### src/rtl/multicycle_ctrl_fsm.sv
// -----------------------------------------------------------------------------
// multicycle_ctrl_fsm
//
// Main control FSM of the multicycle 16-bit processor. Walks each instruction
// through FETCH / DECODE / EXECUTE / MEMORY / WRITEBACK and drives every
// datapath enable and mux select. Also produces the destination register
// address and write strobe consumed by the register-file write decoder.
//
// Instruction fields: [15:12] opcode, [11:9] rd, [8:6] rs1, [5:3] rs2,
// [2:0] funct. The immediate (instr[5:0]) is extended in the datapath.
//
// Ports
//   i_clk          in   1   system clock, rising edge
//   i_rst          in   1   asynchronous, active-high reset
//   i_instr        in   16  IR contents, valid from DECODE onward
//   i_mem_ready    in   1   memory access completes in this cycle
//   i_alu_zero     in   1   ALU result == 0
//   o_pc_write     out  1   PC load enable
//   o_pc_src       out  2   00 = PC+2, 01 = ALUOut (branch), 10 = jump target
//   o_ir_write     out  1   IR load enable
//   o_iord         out  1   memory address select: 0 = PC, 1 = ALUOut
//   o_mem_read     out  1   memory read request
//   o_mem_write    out  1   memory write request
//   o_alu_src_a    out  1   0 = PC, 1 = rs1
//   o_alu_src_b    out  2   00 = rs2, 01 = 2, 10 = imm, 11 = imm<<1
//   o_alu_op       out  3   000 = ADD, 001 = SUB, others = funct pass-through
//   o_reg_write    out  1   register-file write strobe
//   o_rd_addr      out  3   destination register (instr[11:9])
//   o_mem_to_reg   out  1   write-back select: 0 = ALUOut, 1 = MDR
//   o_halted       out  1   HALT reached (sticky until reset)
//   o_illegal      out  1   undefined opcode trapped (sticky until reset)
//   o_state        out  4   current state, debug only
// -----------------------------------------------------------------------------
module multicycle_ctrl_fsm (
   input  logic        i_clk,
   input  logic        i_rst,
   input  logic [15:0] i_instr,
   input  logic        i_mem_ready,
   input  logic        i_alu_zero,
   output logic        o_pc_write,
   output logic [1:0]  o_pc_src,
   output logic        o_ir_write,
   output logic        o_iord,
   output logic        o_mem_read,
   output logic        o_mem_write,
   output logic        o_alu_src_a,
   output logic [1:0]  o_alu_src_b,
   output logic [2:0]  o_alu_op,
   output logic        o_reg_write,
   output logic [2:0]  o_rd_addr,
   output logic        o_mem_to_reg,
   output logic        o_halted,
   output logic        o_illegal,
   output logic [3:0]  o_state
);

   localparam logic [3:0] OP_R    = 4'h0;
   localparam logic [3:0] OP_ADDI = 4'h1;
   localparam logic [3:0] OP_LW   = 4'h2;
   localparam logic [3:0] OP_SW   = 4'h3;
   localparam logic [3:0] OP_BEQ  = 4'h4;
   localparam logic [3:0] OP_JMP  = 4'h5;
   localparam logic [3:0] OP_HALT = 4'hF;

   localparam logic [2:0] ALU_ADD = 3'b000;
   localparam logic [2:0] ALU_SUB = 3'b001;

   // Encodings 4'hE and 4'hF are unused and fall back to RESET.
   typedef enum logic [3:0] {
      S_RESET    = 4'h0,
      S_FETCH    = 4'h1,
      S_DECODE   = 4'h2,
      S_EXEC_R   = 4'h3,
      S_EXEC_I   = 4'h4,
      S_MEM_ADDR = 4'h5,
      S_MEM_RD   = 4'h6,
      S_MEM_WR   = 4'h7,
      S_WB_ALU   = 4'h8,
      S_WB_MEM   = 4'h9,
      S_BRANCH   = 4'hA,
      S_JUMP     = 4'hB,
      S_HALT     = 4'hC,
      S_ILLEGAL  = 4'hD
   } state_t;

   state_t      r_state;
   state_t      w_next_state;
   logic [3:0]  w_opcode;
   logic [2:0]  w_rd;
   logic [2:0]  w_funct;
   logic        w_reg_write;
   logic        w_unused;

   assign w_opcode = i_instr[15:12];
   assign w_rd     = i_instr[11:9];
   assign w_funct  = i_instr[2:0];
   // Register and immediate fields are consumed by the datapath, not here.
   assign w_unused = ^i_instr[8:3];

   assign o_state = r_state;

   // ---------------------------------------------------------------- state reg
   // NOTE: sequential state uses non-blocking assignment so every flop samples
   // the pre-edge values, independent of process ordering.
   always_ff @(posedge i_clk or posedge i_rst) begin
      if (i_rst) begin
         r_state <= S_RESET;
      end else begin
         r_state <= w_next_state;
      end
   end

   // --------------------------------------------------------------- next state
   // NOTE: every combinational output gets a default before the case so no
   // path leaves it unassigned, which would otherwise infer a latch.
   always_comb begin
      w_next_state = S_RESET;
      case (r_state)
         S_RESET:    w_next_state = S_FETCH;
         S_FETCH:    w_next_state = i_mem_ready ? S_DECODE : S_FETCH;
         S_DECODE: begin
            case (w_opcode)
               OP_R:          w_next_state = S_EXEC_R;
               OP_ADDI:       w_next_state = S_EXEC_I;
               OP_LW, OP_SW:  w_next_state = S_MEM_ADDR;
               OP_BEQ:        w_next_state = S_BRANCH;
               OP_JMP:        w_next_state = S_JUMP;
               OP_HALT:       w_next_state = S_HALT;
               default:       w_next_state = S_ILLEGAL;
            endcase
         end
         S_EXEC_R:   w_next_state = S_WB_ALU;
         S_EXEC_I:   w_next_state = S_WB_ALU;
         // Only LW and SW can reach MEM_ADDR, so bit 0 of the opcode picks.
         S_MEM_ADDR: w_next_state = (w_opcode == OP_LW) ? S_MEM_RD : S_MEM_WR;
         S_MEM_RD:   w_next_state = i_mem_ready ? S_WB_MEM : S_MEM_RD;
         S_MEM_WR:   w_next_state = i_mem_ready ? S_FETCH : S_MEM_WR;
         S_WB_ALU:   w_next_state = S_FETCH;
         S_WB_MEM:   w_next_state = S_FETCH;
         S_BRANCH:   w_next_state = S_FETCH;
         S_JUMP:     w_next_state = S_FETCH;
         S_HALT:     w_next_state = S_HALT;
         S_ILLEGAL:  w_next_state = S_ILLEGAL;
         default:    w_next_state = S_RESET;
      endcase
   end

   // ------------------------------------------------------------------ outputs
   always_comb begin
      o_pc_write   = 1'b0;
      o_pc_src     = 2'b00;
      o_ir_write   = 1'b0;
      o_iord       = 1'b0;
      o_mem_read   = 1'b0;
      o_mem_write  = 1'b0;
      o_alu_src_a  = 1'b0;
      o_alu_src_b  = 2'b00;
      o_alu_op     = ALU_ADD;
      o_mem_to_reg = 1'b0;
      o_halted     = 1'b0;
      o_illegal    = 1'b0;
      o_rd_addr    = 3'b000;
      w_reg_write  = 1'b0;

      case (r_state)
         S_FETCH: begin
            o_mem_read  = 1'b1;
            o_alu_src_b = 2'b01;
            // IR and PC+2 are captured on the cycle memory delivers the word.
            o_ir_write  = i_mem_ready;
            o_pc_write  = i_mem_ready;
         end
         S_DECODE: begin
            // Precompute the branch target into ALUOut speculatively.
            o_alu_src_b = 2'b11;
         end
         S_EXEC_R: begin
            o_alu_src_a = 1'b1;
            o_alu_src_b = 2'b00;
            o_alu_op    = w_funct;
         end
         S_EXEC_I, S_MEM_ADDR: begin
            o_alu_src_a = 1'b1;
            o_alu_src_b = 2'b10;
         end
         S_MEM_RD: begin
            o_mem_read = 1'b1;
            o_iord     = 1'b1;
         end
         S_MEM_WR: begin
            o_mem_write = 1'b1;
            o_iord      = 1'b1;
         end
         S_WB_ALU: begin
            w_reg_write = 1'b1;
         end
         S_WB_MEM: begin
            w_reg_write  = 1'b1;
            o_mem_to_reg = 1'b1;
         end
         S_BRANCH: begin
            o_alu_src_a = 1'b1;
            o_alu_src_b = 2'b00;
            o_alu_op    = ALU_SUB;
            o_pc_src    = 2'b01;
            o_pc_write  = i_alu_zero;
         end
         S_JUMP: begin
            o_pc_src   = 2'b10;
            o_pc_write = 1'b1;
         end
         S_HALT:    o_halted  = 1'b1;
         S_ILLEGAL: o_illegal = 1'b1;
         default: ;
      endcase

      if (r_state != S_RESET) begin
         o_rd_addr = w_rd;
      end
      // x0 is hard-wired zero: never strobe a write to it.
      o_reg_write = w_reg_write & (w_rd != 3'b000);
   end

endmodule

### config.mk
export PLATFORM = sky130hd
export DESIGN_NAME = multicycle_ctrl_fsm
export DESIGN_NICKNAME = d
export VERILOG_FILES = /design/src/rtl/multicycle_ctrl_fsm.sv
export SDC_FILE = /design/constraint.sdc
export NUM_CORES = 1
export LEC_CHECK = 0
export CAP_MARGIN = 40
export CORE_MARGIN = 10
export CORE_UTILIZATION = 36
export CTS_BUF_LIST = sky130_fd_sc_hd__clkbuf_8
export DETAILED_ROUTE_END_ITERATION = 6
export PLACE_DENSITY_LB_ADDON = 0.3
export SYNTH_ARGS = -nofsm -noshare
export SYNTH_HDL_FRONTEND = slang
export SYNTH_SLANG_ARGS = --single-unit
### constraint.sdc
create_clock -name i_clk -period 4 [get_ports i_clk]
set_input_delay 1.2 -clock i_clk [delete_from_list [all_inputs] [get_ports i_clk]]
set_output_delay 1.2 -clock i_clk [all_outputs]
set_load 0.02 [all_outputs]
Word-level counts from Yosys, hierarchy flattened
Index checks and enable logic that the tools add are counted.

word-level totals
  memories kept = 0
  latch bits = 0
  memory bits (writable) = 0
  logic and storage cells = 53
  memory bits (read-only) = 0
  flip-flop bits (word level) = 4
  bits of input ports = 20

cells by class
  equality and inequality tests = 19
  magnitude comparators = 0
  muxes and demuxes = 20
  $mul = 0
  div/mod/pow operators = 0
  add/sub/neg operators = 0
  bitwise operators = 1
  reductions and logical operators = 12
  shift operators = 0

operator list
  kind                  number
  $pmux W4 S9           1
  $eq A4 B4 Y1 const B  7
  $eq A4 B3 Y1 const B  6
  $pmux W4 S6           1
  $eq A4 B2 Y1 const B  4
  $reduce_or A2 Y1      6
  $mux W1               10
  $eq A4 B1 Y1 const B  2
  $logic_not A4 Y1      2
  $mux W3               2
  $pmux W2 S3           1
  $pmux W3 S2           1
  $reduce_or A5 Y1      1
  $mux W4               1
  $pmux W2 S2           1
  $reduce_bool A4 Y1    1
  $reduce_or A4 Y1      1
  $pmux W1 S3           1
  $reduce_bool A3 Y1    1
  $mux W2               1
  $and A1 B1 Y1         1

Depth between registers and ports, before layout
  depth in word-level cells = 4
  mapped depth = 5
  depth with buffers taken out = 4

Worst setup path before layout
No wires, ideal clock.

  path kind = input port to output port
  start = in i_mem_ready
  end = out o_pc_write
  arrival time = 2.045 ns
  stages on the path = 3
  path slack = 0.755 ns
  path through = nand2_1 -> nor3_1 -> a211o_1

on the way
  longest elaborated chain between the ends = 1

RTL lines
  element             line  RTL
  start: declaration  38    input logic i_mem_ready,
  $pmux W1 S3         165   case (r_state)
  end: declaration    40    output logic o_pc_write,

Every way passes these cells.

Final worst setup path
  start = in i_instr[0]
  end = out o_alu_op[0]

on the way
  longest elaborated chain between the ends = 1

RTL lines
  element             line  RTL
  start: declaration  37    input logic [15:0] i_instr,
  $pmux W3 S2         165
  end: declaration    48    output logic [2:0] o_alu_op,

Every way passes these cells.

==> impl_results.md <==
- Maximum clock frequency: 263.5 MHz
- Post-CTS Setup Bufs: 0
- Crit path time final: 3795 ps
- # port buffers: 37
- Syn nets: 97
- First-pass GRT wire length: 2.877 mm
- Placed Instance Area: 882.1 sq um
- Final wirelength: 1.851 mm
- Most common cell in the synthesized netlist: a21oi_1
- Largest net degree at the start of global routing: 22
- Ys flop type: dfrtp_1
- CP Capture Type: primary output
- Post-Syn Instances: 77
- R2R Setup Slk: 2450 ps
- Pins Over Slew Limit: 0
- Number of flops mapped to enable cells by yosys: 0
- Via Count: 706
- Area of the die: 3535 sq um
- Post-synth top area cell: dfrtp_1
- Total congestion overflow: 0
- Chip width: 59.46 um
- Initial core utilization: 0.3765
- Worst hold path cell count: 2
- DPL Wire Length: 1.478 mm
- GRT Util Overall: 0.09957
- Synth top area share: 0.1786
- DR iter-0 viols: 18
- Register area share after synthesis: 0.1786
- Clock root cell: clkbuf_8
- Worst path slowest cell: clkdlybuf4s50_1
- Pwr dens: 760.7 nW/um^2
- Cell Area, Synth: 560.5 sq um
- Final count of negative-setup-slack endpoints: 0
- Reg-to-Reg End: o_state[0]$_DFF_PP0_
- Async SR Flop Fraction: 1.000
- Slowest stage delay, CP: 600 ps
- Antenna cells: 0
- MaxCap Viol Count: 0
- Routed vias/inst: 5.559
- Yosys warns: 0
- WHS: 819.9 ps
- Routed WL per cell: 14.57 um
- Critical path class: input pin to primary output
- DR pass1 iterations: 4
- CORE AREA: 1489 sq um
- PostCTS Resize Cnt: 1
- Clk buf depth: 2
- Source of the worst register-to-register timing path: o_state[2]$_DFF_PP0_
- Avg Cell Area, Syn: 7.280 sq um
- Cell variety after synth: 32
- Hold Path Sink: o_state[2]$_DFF_PP0_
- # fillers: 137
- Share of cells above drive strength 1: 0.06306
- Reg2Reg Depth: 4
- CTS tree: done
- Total CTS buffers: 3
- Worst-Margin Slew: 611.3 ps
- Yosys reg bits: 4
- # hold bufs at CTS: 0
- CTS sink cnt: 4
- Initial antenna violation count: 0
- Final worst-path cycle share: 0.9488
- Synth top area cells: dfrtp_1 18%, a21oi_1 8.0%, clkbuf_8 7.4%
- Clk_skew: 1.736 ps
- Fin Setup TNS: 0 ps
- Largest register FFs: 4
- Residual DRC: 0
- Critical Path Start Type: input pin
- CTS clock-pin slew for the worst setup and hold paths: 30 ps
- Hold crit path type: flop to flop
- Critical Path RT: 2800 ps
- Layout area overhead: 64.96%
- Final Wtd Congestion: 0.8179
- Commonest cells post-synth: 9 x a21oi_1, 7 x nor2_1, 7 x nor3_1
- CP dominant cell by count: clkdlybuf4s50_1
- Slew margin rel.: 0.5924
- CP max FO: 1
- Post-route ant nets: 0
- Clk_lat worst skew: 220 ps
- Critical path cell sequence: clkdlybuf4s50_1 > nand2_1 > o21ai_0 > and3_1 > clkdlybuf4s50_1
- Maximum VDD drop: 0.0003284 V
- Final Hold Viols: 0
- Critical hold path startpoint: o_state[0]$_DFF_PP0_
- Nets: 133
- CP arrival: 2600 ps
- Design Area, Final: 924.6 sq um
- Vias in the first global route: 659
- Leak pwr: 0.3724 nW
- Die Height: 59.46 um
- # rows: 14
- Status: complete, no violations
- H-Tree Depth: 1
- I/O Pins: 44
- RSZ-0062 raised after global routing: no
layer usage:
metal,GRT usage,routed length (um),vias to the layer above
met4,0.04262,23,0
met5,0,0,-
met1,0.1068,747,317
met2,0.1679,882,37
met3,0.03863,199,2
li1,-,-,350
cells by family (layout without fill, tap and decap cells):
family	after synthesis	count (layout)	synth area share
compound gates	21	21	0.2523
xor+xnor	1	1	0.01563
buf+inv	10	44	0.1495
simple gates	41	41	0.4040
flops	4	4	0.1786
area by class of cell:
| class | count | area, sq um | area share |
|---|---|---|---|
| Multi-Input combinational cell | 63 | 376.6 | 0.4073 |
| Tap cell | 16 | 20.02 | 0.02165 |
| Clock buffer | 3 | 41.29 | 0.04465 |
| Inverter | 4 | 15.01 | 0.01624 |
| Timing Repair Buffer | 37 | 371.6 | 0.4019 |
| Sequential cell | 4 | 100.1 | 0.1083 |
layout by cell type, fill, tap and decap left out, drive strengths merged:
cell | synthesis | routed
nand4 | 1 | 1
o32ai | 1 | 1
nor3 | 7 | 7
o22a | 1 | 1
inv | 4 | 4
or3 | 1 | 1
o22ai | 2 | 2
a21oi | 9 | 9
and4 | 2 | 2
nand2b | 4 | 4
nor2 | 7 | 7
dlygate4sd2 | 0 | 1
or4b | 1 | 1
a221oi | 1 | 1
clkbuf | 3 | 3
o21ai | 2 | 2
nor4 | 1 | 1
nor2b | 5 | 5
or2b | 1 | 1
dfrtp | 4 | 4
nand3 | 3 | 3
o21a | 1 | 1
a211o | 1 | 1
nand2 | 6 | 6
a21boi | 1 | 1
xnor2 | 1 | 1
dlymetal6s2s | 0 | 1
o311ai | 1 | 1
clkdlybuf4s50 | 0 | 35
and3 | 2 | 2
o31a | 1 | 1
metrics by stage:
step | power, W | utilization | worst slack [ps] | cells
after floorplan | 0.0004508 | - | 754.6 | 77
after global placement | 0.0006214 | 0.5924 | 27.04 | 124
after CTS | 0.0007107 | 0.6193 | 73.05 | 127
after detailed placement | 0.0006259 | 0.5924 | -1.205 | 124
after global routing | 0.0007590 | 0.6210 | 138.7 | 127
final | 0.0007033 | 0.6210 | 204.7 | 127
worst max path at each step:
stage | from | end | slack [ps]
6_report | i_instr[0] | o_alu_op[0] | 200
5_1_grt | i_instr[0] | o_alu_op[0] | 140
4_1_cts | i_mem_ready | o_ir_write | 70
3_5_place_dp | i_mem_ready | o_pc_write | -1
3_3_place_gp | i_mem_ready | o_pc_write | 30
2_1_floorplan | i_mem_ready | o_pc_write | 750
critical path, delay by kind of cell:
family,cells,cell delay [ps]
buffers and inverters,2,1050
AO/OA/AOI/OAI,1,130
AND/OR/NAND/NOR,2,210
where the power goes:
part           switching [W]  internal (W)
Clock              0.0000225     0.0000643
Sequential         0.0000792     0.0000573
Combinational       0.000247      0.000233
Total               0.000348      0.000355
(Power assumes the default switching activity.)
